File: src/rtl/muldiv_sequencer.sv
// rtl/muldiv_sequencer.sv - MULTU/DIVU sequencer driving the shared ALU for 32 iterations
module muldiv_sequencer #(
  parameter int         WIDTH  = 32,
  parameter logic [2:0] ADD_OP = 3'b010,
  parameter logic [2:0] SUB_OP = 3'b110
) (
  input  logic             clk,
  input  logic             rst,
  input  logic             start,
  input  logic             op,
  input  logic [WIDTH-1:0] src_a,
  input  logic [WIDTH-1:0] src_b,
  output logic             busy,
  output logic             done,
  output logic [WIDTH-1:0] hi,
  output logic [WIDTH-1:0] lo,
  output logic             alu_req,
  output logic [WIDTH-1:0] alu_a,
  output logic [WIDTH-1:0] alu_b,
  output logic [2:0]       alu_op,
  input  logic [WIDTH-1:0] alu_w
);

  typedef enum logic [1:0] {IDLE, CALC, DONE} state_t;

  state_t           state;
  logic             op_r;
  logic [4:0]       count;
  logic [WIDTH-1:0] mreg;

  logic [WIDTH-1:0] div_r;
  logic             div_take;
  logic             mul_carry;

  // Partial remainder is 33 bits wide; hi[msb] is its top bit, so msb set always subtracts.
  assign div_r     = {hi[WIDTH-2:0], lo[WIDTH-1]};
  assign div_take  = hi[WIDTH-1] | (div_r >= mreg);
  assign mul_carry = (alu_w < hi);

  always_comb begin
    alu_a  = '0;
    alu_b  = '0;
    alu_op = ADD_OP;
    if (state == CALC) begin
      if (op_r) begin
        alu_a  = div_r;
        alu_b  = mreg;
        alu_op = SUB_OP;
      end else begin
        alu_a  = hi;
        alu_b  = lo[0] ? mreg : '0;
        alu_op = ADD_OP;
      end
    end
  end

  always_ff @(posedge clk or negedge rst) begin
    if (!rst) begin
      state   <= IDLE;
      op_r    <= 1'b0;
      count   <= '0;
      mreg    <= '0;
      hi      <= '0;
      lo      <= '0;
      busy    <= 1'b0;
      done    <= 1'b0;
      alu_req <= 1'b0;
    end else begin
      case (state)
        IDLE: begin
          done <= 1'b0;
          if (start) begin
            op_r  <= op;
            count <= '0;
            mreg  <= src_b;
            busy  <= 1'b1;
            if (op && (src_b == '0)) begin
              hi      <= src_a;
              lo      <= '1;
              done    <= 1'b1;
              alu_req <= 1'b0;
              state   <= DONE;
            end else begin
              hi      <= '0;
              lo      <= src_a;
              alu_req <= 1'b1;
              state   <= CALC;
            end
          end
        end
        CALC: begin
          if (op_r) begin
            hi <= div_take ? alu_w : div_r;
            lo <= {lo[WIDTH-2:0], div_take};
          end else begin
            hi <= {mul_carry, alu_w[WIDTH-1:1]};
            lo <= {alu_w[0], lo[WIDTH-1:1]};
          end
          count <= count + 5'd1;
          if (count == 5'd31) begin
            alu_req <= 1'b0;
            done    <= 1'b1;
            state   <= DONE;
          end
        end
        DONE: begin
          done  <= 1'b0;
          busy  <= 1'b0;
          state <= IDLE;
        end
        default: state <= IDLE;
      endcase
    end
  end

endmodule

File: config.mk
export PLATFORM = sky130hd
export DESIGN_NAME = muldiv_sequencer
export DESIGN_NICKNAME = d
export VERILOG_FILES = /design/src/rtl/muldiv_sequencer.sv
export SDC_FILE = /design/constraint.sdc
export NUM_CORES = 1
export LEC_CHECK = 0
export CORE_MARGIN = 2
export CORE_UTILIZATION = 40
export DETAILED_ROUTE_END_ITERATION = 12
export GPL_TIMING_DRIVEN = 0
export PLACE_DENSITY = 0.72
export REMOVE_ABC_BUFFERS = 1
export SLEW_MARGIN = 5
export SYNTH_ARGS = -nofsm -noshare
export SYNTH_HDL_FRONTEND = slang
export SYNTH_SLANG_ARGS = --single-unit
File: constraint.sdc
create_clock -name clk -period 3.7 [get_ports clk]
set_clock_uncertainty 0.05 [all_clocks]
set_input_delay 0.555 -clock clk [delete_from_list [all_inputs] [get_ports clk]]
set_output_delay 0.555 -clock clk [all_outputs]
set_load 0.05 [all_outputs]
==> results.sh <==
export IMPL_clock_sinks=107
export IMPL_tritoncts="done"
export IMPL_vias=8132
export IMPL_drive_above_1_share_pct=7.334
export IMPL_hold_worst_slack_ns=0.02310
export IMPL_antenna_left=0
export IMPL_cp_start_kind="register"
export IMPL_grt_pass1_vias=7668
export IMPL_power_leakage_uw=0.005269
export IMPL_hold_violations=0
export IMPL_switchingPower_uw=5837
export IMPL_port_buffers=231
export IMPL_outcome="complete, no violations"
export IMPL_hold_class="in -> async"
export IMPL_crit_fanout=36
export IMPL_die_h_um=148.5
export IMPL_tns_ns=0
export IMPL_grt_busiest_layer="met2"
export IMPL_grt_max_degree=78
export IMPL_dieArea_um2=22050
export IMPL_max_slew_worst_pin_slew_ns=0.9268
export IMPL_period_minus_slack_ns=3.547
export IMPL_syn_inst=960
export IMPL_wl_um=28820
export IMPL_worstPathArrival_ns=2.94
export IMPL_max_freq_mhz=282.0
export IMPL_yosys_cell_types_count=55
export IMPL_synth_area_um2=8351
export IMPL_std_cell_rows=52
export IMPL_ys_flop_type="dfrtp_1"
export IMPL_finalWorstSetupSlack_ns=0.1533
export IMPL_grt_antenna_before_repair=0
export IMPL_async_reset_ff_share_pct=100.0
export IMPL_swShare_pct=53.84
export IMPL_place_gp_congestion=0.8229
export IMPL_avgSynthCellArea_um2=8.698
export IMPL_seq_area_frac_synth_pct=32.06
export IMPL_setup_violations=0
export IMPL_power_density_nw_per_um2=953.7
export IMPL_hpwlAfterDp_um=20000
export IMPL_htree_levels=3
export IMPL_start_util_pct=41.01
export IMPL_clk_pin_slew_worst_paths_ns=0.08
export IMPL_placedCellCount=1406
export IMPL_met1_usage_pct=35.76
export IMPL_pwr_share_comb_pct=66.5
export IMPL_clock_power_share_pct=9.1
export IMPL_diodes=0
export IMPL_worst_ep_required_time_ns=3.09
export IMPL_root_buffer="clkbuf_16"
export IMPL_post_place_ws_ns=-1.374
export IMPL_synth_edf_count=0
export IMPL_use_met2_pct=40.74
export IMPL_slew_limit_headroom_pct=38.07
export IMPL_clk_latency_ns=0.36
export IMPL_period_share_pct=95.86
export IMPL_seqPwrFrac_pct=24.4
export IMPL_remaining_drc_errors=0
export IMPL_vias_per_cell=5.691
export IMPL_wl_per_cell_um=20.17
export IMPL_rsz0062_at_grt="false"
export IMPL_grt_pass1_wl_um=44120
export IMPL_finalNetCount=1324
export IMPL_firstDrtPassIters=5
export IMPL_grt_overflow_total=0
export IMPL_grt_use_total_pct=25.45
export IMPL_ir_drop_uv=548.6
export IMPL_hold_buffers=0
export IMPL_area_growth_pct=36.13
export IMPL_die_width_um=148.5
export IMPL_clockBufferDepth=2
export IMPL_yosys_warnings=0
export IMPL_numCtsBuffers=9
export IMPL_ios=234
export IMPL_core_um2=20360
export IMPL_drv_cap=0
export IMPL_ys_ff_latch=107
export IMPL_intPower_uw=5004
export IMPL_drt_iter0_drc=502
export IMPL_path_class="reg -> out"
export IMPL_stdcell_count=1429
export IMPL_end_kind="primary output"
export IMPL_timing_final_max_slew_violations=0
export IMPL_globalRouteMet3Util_pct=5.215
[routing by layer]
metal	wire [um]	share of wire, %	vias to the layer above
met3	2096	7.3	22
met4	315	1.1	0
met1	13070	45	3918
met2	13340	46	307
li1	-	-	3885
met5	0	0	-
[layout make-up]
| type | instances | area [um^2] |
|---|---|---|
| clock buffer | 11 | 232.7 |
| inverter | 73 | 286.5 |
| fill | 1913 | 8997 |
| tap | 270 | 337.8 |
| sequential | 107 | 2681 |
| clock inverter | 4 | 51.30 |
| multi-input combinational | 716 | 5199 |
| timing repair buffer | 248 | 2579 |
[logic make-up (layout without fill, tap and decap cells)]
| logic type | after synthesis | count (layout) | share of synthesized area (%) |
|---|---|---|---|
| muxes | 97 | 97 | 12.14 |
| other | 2 | 2 | 0.08993 |
| buffers and inverters | 139 | 336 | 6.877 |
| adders and majority gates | 69 | 69 | 10.34 |
| and+or+nand+nor | 256 | 257 | 15.36 |
| DFF | 107 | 107 | 32.06 |
| AOI/OAI and AO/OA | 290 | 291 | 23.13 |
[cells in the final DEF (no fill, tap or decap), types with 3 or more instances in the layout]
| cell | instances |
|---|---|
| nor3_4 | 3 |
| clkdlybuf4s50_1 | 204 |
| and2_1 | 34 |
| dlygate4sd2_1 | 22 |
| dlymetal6s2s_1 | 4 |
| nor4_1 | 7 |
| dfrtp_1 | 106 |
| a21oi_1 | 56 |
| buf_6 | 3 |
| nor2_1 | 46 |
| a211o_1 | 31 |
| a22oi_1 | 32 |
| mux2i_1 | 63 |
| nand2b_1 | 5 |
| inv_1 | 72 |
| nor2_4 | 3 |
| ha_1 | 68 |
| buf_8 | 4 |
| buf_16 | 4 |
| clkbuf_16 | 9 |
| nand4_1 | 8 |
| buf_12 | 3 |
| and3_1 | 34 |
| a31oi_1 | 4 |
| mux2_2 | 34 |
| a22o_1 | 33 |
| o21ai_0 | 57 |
| o31ai_1 | 31 |
| o21a_1 | 3 |
| o21ai_1 | 24 |
| nand3_1 | 9 |
| nor3_1 | 7 |
| nand2_1 | 89 |
| buf_4 | 4 |
[stage by stage]
step	utilization (%)	cell area (um^2)	total power (uW)
global route	55.82	11370	11580
global placement	52.54	10700	9474
CTS	55.62	11330	10830
finish	55.82	11370	10840
floorplan	-	8050	7232
detailed placement	53.93	10980	9756
[synthesized netlist by cell type (all sizes together), types with 2 or more instances]
cell | count | area share (%)
conb | 2 | 0.090
o211ai | 2 | 0.18
a211oi | 2 | 0.18
o31ai | 31 | 2.8
and2 | 34 | 2.5
nor3b | 2 | 0.24
a22o | 33 | 3.5
buf | 19 | 1.5
nand4 | 9 | 0.75
ha | 69 | 10
mux2 | 34 | 4.6
a21oi | 56 | 3.4
nor2 | 49 | 2.2
nor3 | 11 | 0.99
o21ai | 82 | 5.0
o21a | 3 | 0.27
and3 | 34 | 2.5
a31oi | 4 | 0.30
nand2 | 91 | 4.1
a211o | 31 | 3.3
inv | 72 | 3.2
nor4 | 7 | 0.52
clkbuf | 47 | 2.1
dfrtp | 107 | 32
a22oi | 32 | 2.9
mux2i | 63 | 7.6
a2111oi | 2 | 0.21
a21o | 2 | 0.18
nand3 | 9 | 0.54
nand2b | 5 | 0.37
[path summary, 6_finish.rpt]
kind                       startpoint         to  slack [ns]  cells past startpoint
max in group asynchronous         rst       op_r        2.83                      2
max reg2reg                  state[0]     hi[16]        0.38                     11
min in group clk             count[4]   count[4]        0.43                      2
min reg2reg                  count[4]   count[4]        0.43                      2
max                          state[1]  alu_b[31]        0.15                      6
min                               rst     lo[20]        0.02                      1
[power groups by stage]
stage               Clock [uW]  Combinational [uW]  Sequential, uW
floorplan                    0                3630            3600
global placement             0                6730            2750
CTS                       1010                7180            2640
detailed placement           0                7100            2660
global route              1050                7790            2740
finish                     988                7210            2640
[timing repair]
| item | CTS | global route |
|---|---|---|
| setup buffers | 5 | 1 |
| setup endpoints to repair | 95 | 34 |
| gates cloned | 1 | 1 |
| pin swaps | 3 | 1 |
| gates resized for setup | 26 | 6 |
[state kept, by name, summed over array words and instances (netlist names), 2 cells and up]
signal / cells
hi: 32
count: 5
state: 2
lo: 32
mreg: 32
[critical path, cell delays in order (launching register included)]
cell             delay [ns]
dfrtp_1                0.42
inv_1                  0.15
ha_4                   0.38
clkinv_8               0.25
nor2_4                 0.33
and2_1                 0.21
clkdlybuf4s50_1        0.81
Note: power is estimated with default switching activity, not from simulation.
